==> config.mk <==
export PLATFORM = sky130hd
export DESIGN_NAME = depth_frag_scheduler_flat
export DESIGN_NICKNAME = d
export VERILOG_FILES = /design/src/rtl/depth_frag_scheduler_if.sv /design/src/rtl/depth_frag_scheduler.sv /design/src/flat_wrapper.sv
export SDC_FILE = /design/constraint.sdc
export NUM_CORES = 1
export LEC_CHECK = 0
export BUFFER_PORTS_ARGS = -buffer_cell sky130_fd_sc_hd__buf_2
export CORE_AREA = 2 2 155 157
export DETAILED_ROUTE_END_ITERATION = 6
export DIE_AREA = 0 0 157 159
export HOLD_SLACK_MARGIN = 0.05
export RECOVER_POWER = 100
export SLEW_MARGIN = 30
export SYNTH_ARGS = -nofsm -noshare
export SYNTH_HDL_FRONTEND = slang
export SYNTH_SLANG_ARGS = --single-unit
==> constraint.sdc <==
create_clock -name clk_in -period 13.7 [get_ports clk_in]
set_input_delay 1.37 -clock clk_in [delete_from_list [all_inputs] [get_ports clk_in]]
set_output_delay 1.37 -clock clk_in [all_outputs]
set_load 0.02 [all_outputs]
==> src/rtl/depth_frag_scheduler_if.sv <==
// Fragment/frame-control bundle between the rasterizer front end, the scheduler and the depth write stage.
// Clock and reset stay outside the bundle.
interface depth_frag_scheduler_if #(
  parameter int FB_ADDR_WIDTH   = 17,
  parameter int FB_BIT_WIDTH    = 16,
  parameter int DEPTH_BIT_WIDTH = 16
);
  logic                       frame_start_in;
  logic                       target_front_in;
  logic                       frag_valid_in;
  logic                       frag_ready_out;
  logic [FB_ADDR_WIDTH-1:0]   frag_addr_in;
  logic [FB_BIT_WIDTH-1:0]    frag_color_in;
  logic [DEPTH_BIT_WIDTH-1:0] frag_depth_in;
  logic                       frag_last_in;
  logic                       drawing_out;
  logic                       fb_we_out;
  logic                       dp_we_out;
  logic                       dp_re_out;
  logic                       fb_front_out;
  logic [FB_ADDR_WIDTH-1:0]   fb_write_out;
  logic [FB_BIT_WIDTH-1:0]    fb_value_out;
  logic [FB_ADDR_WIDTH-1:0]   dp_write_out;
  logic [DEPTH_BIT_WIDTH-1:0] dp_value_out;
  logic                       busy_out;
  logic                       frame_done_out;

  modport master (
    output frame_start_in, target_front_in, frag_valid_in, frag_addr_in,
           frag_color_in, frag_depth_in, frag_last_in,
    input  frag_ready_out, drawing_out, fb_we_out, dp_we_out, dp_re_out,
           fb_front_out, fb_write_out, fb_value_out, dp_write_out, dp_value_out,
           busy_out, frame_done_out
  );

  modport slave (
    input  frame_start_in, target_front_in, frag_valid_in, frag_addr_in,
           frag_color_in, frag_depth_in, frag_last_in,
    output frag_ready_out, drawing_out, fb_we_out, dp_we_out, dp_re_out,
           fb_front_out, fb_write_out, fb_value_out, dp_write_out, dp_value_out,
           busy_out, frame_done_out
  );
endinterface

==> src/rtl/depth_frag_scheduler.sv <==
// Per-frame clear sweep, then one-per-cycle fragment issue into the fixed-latency depth pipe, stalling same-address issues.
// Outputs registered (one cycle after accept); upstream sees frag_ready_out, downstream never back-pressures.
module depth_frag_scheduler #(
  parameter int                         FB_ADDR_WIDTH   = 17,
  parameter int                         FB_BIT_WIDTH    = 16,
  parameter int                         DEPTH_BIT_WIDTH = 16,
  parameter int                         FB_SIZE         = 76800,
  parameter int                         HAZARD_DEPTH    = 6,
  parameter logic [FB_BIT_WIDTH-1:0]    CLEAR_COLOR     = '0,
  parameter logic [DEPTH_BIT_WIDTH-1:0] CLEAR_DEPTH     = '1
) (
  input logic                   clk_in,
  input logic                   rst_in,
  depth_frag_scheduler_if.slave bus
);

  typedef enum logic [1:0] {S_IDLE, S_CLEAR, S_DRAW, S_DRAIN} state_t;

  // The issue cycle itself is one of the blocking cycles, so only HAZARD_DEPTH-1 older entries are compared.
  localparam int HIST      = (HAZARD_DEPTH > 1) ? HAZARD_DEPTH - 1 : 1;
  localparam int DRAIN_CYC = HAZARD_DEPTH + 4;
  localparam int DCW       = $clog2(DRAIN_CYC);

  state_t                     state_q;
  logic [FB_ADDR_WIDTH-1:0]   clr_addr_q;
  logic [DCW-1:0]             drain_cnt_q;
  logic                       front_q;

  logic                       hold_vld_q;
  logic                       hold_last_q;
  logic [FB_ADDR_WIDTH-1:0]   hold_addr_q;
  logic [FB_BIT_WIDTH-1:0]    hold_color_q;
  logic [DEPTH_BIT_WIDTH-1:0] hold_depth_q;

  logic                       hist_vld_q  [HIST];
  logic [FB_ADDR_WIDTH-1:0]   hist_addr_q [HIST];

  logic                       drawing_q;
  logic                       fb_we_q;
  logic                       dp_we_q;
  logic                       dp_re_q;
  logic                       frame_done_q;
  logic [FB_ADDR_WIDTH-1:0]   wr_addr_q;
  logic [FB_BIT_WIDTH-1:0]    fb_value_q;
  logic [DEPTH_BIT_WIDTH-1:0] dp_value_q;

  logic hazard;
  logic hold_oob;
  logic hold_go;
  logic hold_issue;
  logic frag_ready;
  logic accept;
  logic clr_last;

  always_comb begin
    hazard = 1'b0;
    for (int i = 0; i < HIST; i++) begin
      if (hist_vld_q[i] && (hist_addr_q[i] == hold_addr_q)) hazard = 1'b1;
    end
    if (HAZARD_DEPTH <= 1) hazard = 1'b0;
  end

  // Out-of-range fragments leave the hold without a write and without touching the hazard history.
  assign hold_oob   = {1'b0, hold_addr_q} >= (FB_ADDR_WIDTH + 1)'(FB_SIZE);
  assign hold_go    = ((state_q == S_DRAW) || (state_q == S_DRAIN)) && hold_vld_q && (hold_oob || !hazard);
  assign hold_issue = hold_go && !hold_oob;
  assign frag_ready = (state_q == S_DRAW) && (!hold_vld_q || hold_go);
  assign accept     = bus.frag_valid_in && frag_ready;
  assign clr_last   = clr_addr_q == FB_ADDR_WIDTH'(FB_SIZE - 1);

  always_ff @(posedge clk_in or posedge rst_in) begin
    if (rst_in) begin
      state_q      <= S_IDLE;
      clr_addr_q   <= '0;
      drain_cnt_q  <= '0;
      front_q      <= 1'b0;
      hold_vld_q   <= 1'b0;
      hold_last_q  <= 1'b0;
      hold_addr_q  <= '0;
      hold_color_q <= '0;
      hold_depth_q <= '0;
      for (int i = 0; i < HIST; i++) begin
        hist_vld_q[i]  <= 1'b0;
        hist_addr_q[i] <= '0;
      end
      drawing_q    <= 1'b0;
      fb_we_q      <= 1'b0;
      dp_we_q      <= 1'b0;
      dp_re_q      <= 1'b0;
      frame_done_q <= 1'b0;
      wr_addr_q    <= '0;
      fb_value_q   <= '0;
      dp_value_q   <= '0;
    end else begin
      hist_vld_q[0]  <= hold_issue;
      hist_addr_q[0] <= hold_addr_q;
      for (int i = 1; i < HIST; i++) begin
        hist_vld_q[i]  <= hist_vld_q[i-1];
        hist_addr_q[i] <= hist_addr_q[i-1];
      end

      drawing_q    <= 1'b0;
      fb_we_q      <= 1'b0;
      dp_we_q      <= 1'b0;
      dp_re_q      <= 1'b0;
      frame_done_q <= 1'b0;

      // Held entry leaves first; a new fragment may refill the hold on the same edge.
      if (hold_go) hold_vld_q <= 1'b0;
      if (accept) begin
        hold_vld_q   <= 1'b1;
        hold_last_q  <= bus.frag_last_in;
        hold_addr_q  <= bus.frag_addr_in;
        hold_color_q <= bus.frag_color_in;
        hold_depth_q <= bus.frag_depth_in;
      end

      if (hold_issue) begin
        drawing_q  <= 1'b1;
        fb_we_q    <= 1'b1;
        dp_we_q    <= 1'b1;
        dp_re_q    <= 1'b1;
        wr_addr_q  <= hold_addr_q;
        fb_value_q <= hold_color_q;
        dp_value_q <= hold_depth_q;
      end

      case (state_q)
        S_IDLE: begin
          if (bus.frame_start_in) begin
            front_q    <= bus.target_front_in;
            clr_addr_q <= '0;
            state_q    <= S_CLEAR;
          end
        end
        S_CLEAR: begin
          fb_we_q    <= 1'b1;
          dp_we_q    <= 1'b1;
          wr_addr_q  <= clr_addr_q;
          fb_value_q <= CLEAR_COLOR;
          dp_value_q <= CLEAR_DEPTH;
          clr_addr_q <= clr_addr_q + 1'b1;
          if (clr_last) state_q <= S_DRAW;
        end
        S_DRAW: begin
          if (hold_go && hold_last_q) begin
            drain_cnt_q <= '0;
            state_q     <= S_DRAIN;
          end
        end
        S_DRAIN: begin
          frame_done_q <= drain_cnt_q == DCW'(DRAIN_CYC - 2);
          if (drain_cnt_q == DCW'(DRAIN_CYC - 1)) state_q <= S_IDLE;
          else drain_cnt_q <= drain_cnt_q + 1'b1;
        end
        default: state_q <= S_IDLE;
      endcase
    end
  end

  assign bus.frag_ready_out = frag_ready;
  assign bus.drawing_out    = drawing_q;
  assign bus.fb_we_out      = fb_we_q;
  assign bus.dp_we_out      = dp_we_q;
  assign bus.dp_re_out      = dp_re_q;
  assign bus.fb_front_out   = front_q;
  assign bus.fb_write_out   = wr_addr_q;
  assign bus.dp_write_out   = wr_addr_q;
  assign bus.fb_value_out   = fb_value_q;
  assign bus.dp_value_out   = dp_value_q;
  assign bus.busy_out       = state_q != S_IDLE;
  assign bus.frame_done_out = frame_done_q;

endmodule

==> src/flat_wrapper.sv <==
// flat-port wrapper written by rule: the top's interface ports become plain ports
module depth_frag_scheduler_flat 
#(
  parameter int                         FB_ADDR_WIDTH   = 17,
  parameter int                         FB_BIT_WIDTH    = 16,
  parameter int                         DEPTH_BIT_WIDTH = 16,
  parameter int                         FB_SIZE         = 76800,
  parameter int                         HAZARD_DEPTH    = 6,
  parameter logic [FB_BIT_WIDTH-1:0]    CLEAR_COLOR     = '0,
  parameter logic [DEPTH_BIT_WIDTH-1:0] CLEAR_DEPTH     = '1
)
  (clk_in, rst_in, bus_frame_start_in, bus_target_front_in, bus_frag_valid_in, bus_frag_addr_in, bus_frag_color_in, bus_frag_depth_in, bus_frag_last_in, bus_frag_ready_out, bus_drawing_out, bus_fb_we_out, bus_dp_we_out, bus_dp_re_out, bus_fb_front_out, bus_fb_write_out, bus_fb_value_out, bus_dp_write_out, bus_dp_value_out, bus_busy_out, bus_frame_done_out);
  depth_frag_scheduler_if #(.FB_ADDR_WIDTH(FB_ADDR_WIDTH), .FB_BIT_WIDTH(FB_BIT_WIDTH), .DEPTH_BIT_WIDTH(DEPTH_BIT_WIDTH)) bus_i ();
  input logic clk_in;
  input logic rst_in;
  input wire logic [$bits(bus_i.frame_start_in)-1:0] bus_frame_start_in;
  input wire logic [$bits(bus_i.target_front_in)-1:0] bus_target_front_in;
  input wire logic [$bits(bus_i.frag_valid_in)-1:0] bus_frag_valid_in;
  input wire logic [$bits(bus_i.frag_addr_in)-1:0] bus_frag_addr_in;
  input wire logic [$bits(bus_i.frag_color_in)-1:0] bus_frag_color_in;
  input wire logic [$bits(bus_i.frag_depth_in)-1:0] bus_frag_depth_in;
  input wire logic [$bits(bus_i.frag_last_in)-1:0] bus_frag_last_in;
  output wire logic [$bits(bus_i.frag_ready_out)-1:0] bus_frag_ready_out;
  output wire logic [$bits(bus_i.drawing_out)-1:0] bus_drawing_out;
  output wire logic [$bits(bus_i.fb_we_out)-1:0] bus_fb_we_out;
  output wire logic [$bits(bus_i.dp_we_out)-1:0] bus_dp_we_out;
  output wire logic [$bits(bus_i.dp_re_out)-1:0] bus_dp_re_out;
  output wire logic [$bits(bus_i.fb_front_out)-1:0] bus_fb_front_out;
  output wire logic [$bits(bus_i.fb_write_out)-1:0] bus_fb_write_out;
  output wire logic [$bits(bus_i.fb_value_out)-1:0] bus_fb_value_out;
  output wire logic [$bits(bus_i.dp_write_out)-1:0] bus_dp_write_out;
  output wire logic [$bits(bus_i.dp_value_out)-1:0] bus_dp_value_out;
  output wire logic [$bits(bus_i.busy_out)-1:0] bus_busy_out;
  output wire logic [$bits(bus_i.frame_done_out)-1:0] bus_frame_done_out;
  assign bus_i.frame_start_in = bus_frame_start_in;
  assign bus_i.target_front_in = bus_target_front_in;
  assign bus_i.frag_valid_in = bus_frag_valid_in;
  assign bus_i.frag_addr_in = bus_frag_addr_in;
  assign bus_i.frag_color_in = bus_frag_color_in;
  assign bus_i.frag_depth_in = bus_frag_depth_in;
  assign bus_i.frag_last_in = bus_frag_last_in;
  assign bus_frag_ready_out = bus_i.frag_ready_out;
  assign bus_drawing_out = bus_i.drawing_out;
  assign bus_fb_we_out = bus_i.fb_we_out;
  assign bus_dp_we_out = bus_i.dp_we_out;
  assign bus_dp_re_out = bus_i.dp_re_out;
  assign bus_fb_front_out = bus_i.fb_front_out;
  assign bus_fb_write_out = bus_i.fb_write_out;
  assign bus_fb_value_out = bus_i.fb_value_out;
  assign bus_dp_write_out = bus_i.dp_write_out;
  assign bus_dp_value_out = bus_i.dp_value_out;
  assign bus_busy_out = bus_i.busy_out;
  assign bus_frame_done_out = bus_i.frame_done_out;
  depth_frag_scheduler #(.FB_ADDR_WIDTH(FB_ADDR_WIDTH), .FB_BIT_WIDTH(FB_BIT_WIDTH), .DEPTH_BIT_WIDTH(DEPTH_BIT_WIDTH), .FB_SIZE(FB_SIZE), .HAZARD_DEPTH(HAZARD_DEPTH), .CLEAR_COLOR(CLEAR_COLOR), .CLEAR_DEPTH(CLEAR_DEPTH)) u_core (.clk_in(clk_in), .rst_in(rst_in), .bus(bus_i));
endmodule
==> out/results.ini <==
[run_status]
status = finished, violations left
violations = capacitance limit, slew limit

[hold_path]
min_to = u_core.hist_addr_q[54]
whs_path_depth = 0
min-delay-start = u_core.hist_addr_q[71]
hp-class = reg -> reg

[clock_tree]
postCtsSetupBuffers = 0
clock_path_buffers = 3
clkTransAtPathRegs_ns = 0.06
htreeDepth = 1
cts-root-buf = clkbuf_16
cts_tree = built
cts_sinks = 216
cts_buffers = 25
clk_latency_ns = 0.52
ctsHoldBuffers = 0
cts_resized = 0

[yosys]
synth_edf_count = 0
synth_seq_cells = 216
ys_seq_area_share_pct = 59.0
syn_area_per_cell_um2 = 11.7
synth_cells = 782
syn_nets = 845
synth_warnings = 0
synth_flop_cell = dfrtp_1
synth.distinct_cells = 48
syn-cell-area_um2 = 9170
ys_async_sr_fraction_pct = 100

[worst_setup_path]
crit_chain = buf_2 > clkinvlp_2
critPathCaptureType = asynchronous set/reset pin
cpPeakStageDelay_ns = 3.38
crit_path_max_fanout = 142
r2r_setup_slack_ns = 9.19
r2r_start = u_core.hold_addr_q[15]
worst-path-buf-inv = 2
worstPathArrival_ns = 5.03
rr_worst_depth = 8
cp_top_family = buffers and inverters
worst_r2r_endpoint = u_core.hold_addr_q[7]
cpMaxStageDelayCell = clkinvlp_2
crit_required_ns = 13.17
start_kind = input port
worstSetupPathType = in -> async

[drt]
wire_per_inst_um = 18.1
vias = 6290
drt_first_pass_iters = 4
drt-vias-per-instance = 5.20
drt_iter0_markers = 420
totalWireLength_um = 21800
antenna_left = 0
drc = 0

[power]
power.total_uw = 2810
peakVddDrop_mv = 0.102
p_leak_uw = 0.00447
power_density_nw_per_um2 = 265

[timing]
hold_viol = 0
fmax_mhz = 180
fin_skew_ns = 0.0237
min_period_ns = 5.57
slew_violations = 298
setup_viol = 0
setup_slack_ns = 8.13
worst_pin_slew_ns = 6.19
period_share_pct = 40.6
timing.setup.tns_ns = 0
rsz0062_at_grt = false
slew-limit-headroom_pct = -315

[placement]
dp_slack_ns = 10.17
io_buffers = 128
dpl.hpwl_um = 14700
gp_congestion = 0.865

[grt]
grt-ovfl-total = 0
antenna_found_initial = 1
grt_max_degree = 143
gr-usage-all-layers_pct = 17.9
grt_pass1_vias = 6358
grt_pass1_wl_um = 35400

[layout]
syn_to_final_growth_pct = 15.6
final_nets = 933
layout-drive-gt1-share_pct = 17.0

[floorplan]
coreArea_um2 = 23200
dieArea_um2 = 25000
die_w_um = 157
rows = 56
die_height_um = 159
io_pins = 129
initial_core_util_pct = 39.5

[flow_run]
maxCapViolCount = 4

-- layer usage --
layer	vias up	GRT usage [%]	part of all wire, %
met2	206	28.9	47
met1	3143	24.6	44
met4	0	5.00	2.2
li1	2904	-	-
met5	-	0	0
met3	37	3.54	6.4
-- flip-flops by register name, summed over array words and instances, names as in the netlist --
name and cells:
u_core.bus.fb_we_out 1, u_core.bus.frame_done_out 1, u_core.bus.fb_value_out 16, u_core.hold_color_q 16, u_core.hist_vld_q 4, u_core.bus.dp_value_out 16
u_core.bus.fb_front_out 1, u_core.hist_addr_q 85, u_core.hold_vld_q 1, u_core.bus.dp_write_out 17, u_core.bus.drawing_out 1, u_core.hold_last_q 1
u_core.state_q 2, u_core.hold_depth_q 16, u_core.hold_addr_q 17, u_core.drain_cnt_q 4, u_core.clr_addr_q 17
-- how the worst max path moves through the flow --
stage / slack, ns / cells past startpoint / startpoint / endpoint
global route: 7.03 / 2 / rst_in / u_core.hist_vld_q[1]
detailed placement: 10.17 / 6 / u_core.hold_addr_q[7] / bus_frag_ready_out
finish: 8.13 / 2 / rst_in / u_core.hold_depth_q[14]
CTS: 9.63 / 6 / u_core.hold_addr_q[7] / bus_frag_ready_out
global placement: 10.17 / 6 / u_core.hold_addr_q[7] / bus_frag_ready_out
floorplan: 6.42 / 1 / rst_in / u_core.bus.dp_value_out[0]
-- kinds of logic (layout without fill, tap and decap cells) --
logic type	after synthesis	after routing	share of synthesized area, %
and+or+nand+nor	210	210	12.0
AOI/OAI and AO/OA	112	112	7.08
DFF	216	216	59.0
xor gates and xnor gates	99	99	9.46
muxes	54	54	6.60
buffers and inverters	83	190	4.86
adders and majority gates	8	8	1.09
other	0	1	0
-- power by group --
part	total [uW]	leakage, uW	internal [uW]	switching (uW)
clock	664	0.000410	404	261
sequential	1180	0.00261	927	258
combinational	962	0.00144	374	588
-- area by class of cell --
cell class / instances / area [um2]
clock buffers: 31 / 668
repair buffers: 133 / 586
flip-flops and latches: 216 / 5410
clock inverters: 15 / 163
fillers: 2185 / 12600
multi-input cells: 483 / 3330
well taps: 319 / 399
diodes: 1 / 2.50
inverters: 11 / 42.5
-- metrics by stage --
step	util, %	hold slack, ns	std cells	instance area, um2
after floorplan	-	0.349	782	9170
after global placement	42.6	0.374	1162	9870
after detailed placement	42.6	0.378	1162	9890
after CTS	46.2	0.383	1208	10700
after global routing	45.7	0.391	1208	10600
final	45.7	0.381	1209	10600
-- layout by cell type, fill, tap and decap left out, drive strengths merged, types with 10 or more instances in the layout --
| cell type | count |
|---|---|
| dfrtp | 216 |
| clkbuf | 106 |
| nand3 | 90 |
| xor2 | 79 |
| buf | 58 |
| o21ai | 54 |
| mux2 | 52 |
| nor2 | 38 |
| nor4 | 26 |
| a21oi | 21 |
| xnor2 | 20 |
| a31oi | 18 |
| nand2 | 17 |
| nand4 | 10 |
| inv | 10 |
| clkinv | 10 |
-- Yosys cell counts, types with 4 or more instances --
cell,instances,area share [%]
buf_4,20,1.6
clkbuf_1,16,0.66
a21oi_1,21,1.1
o21ai_0,53,2.9
buf_2,25,1.4
nor4b_1,9,0.86
ha_1,8,1.1
xnor2_1,20,1.9
clkbuf_2,4,0.22
nand4_1,10,0.68
mux2_1,6,0.74
and3_1,6,0.41
nor4_1,26,1.8
inv_1,10,0.41
nand2_1,17,0.70
a31oi_1,18,1.2
dfrtp_1,216,59
buf_1,4,0.16
nor2_1,38,1.6
mux2_2,46,5.6
nand3_1,89,4.9
xor2_1,79,7.5
nor2b_1,4,0.27
Power figures use the tool's default switching activity.
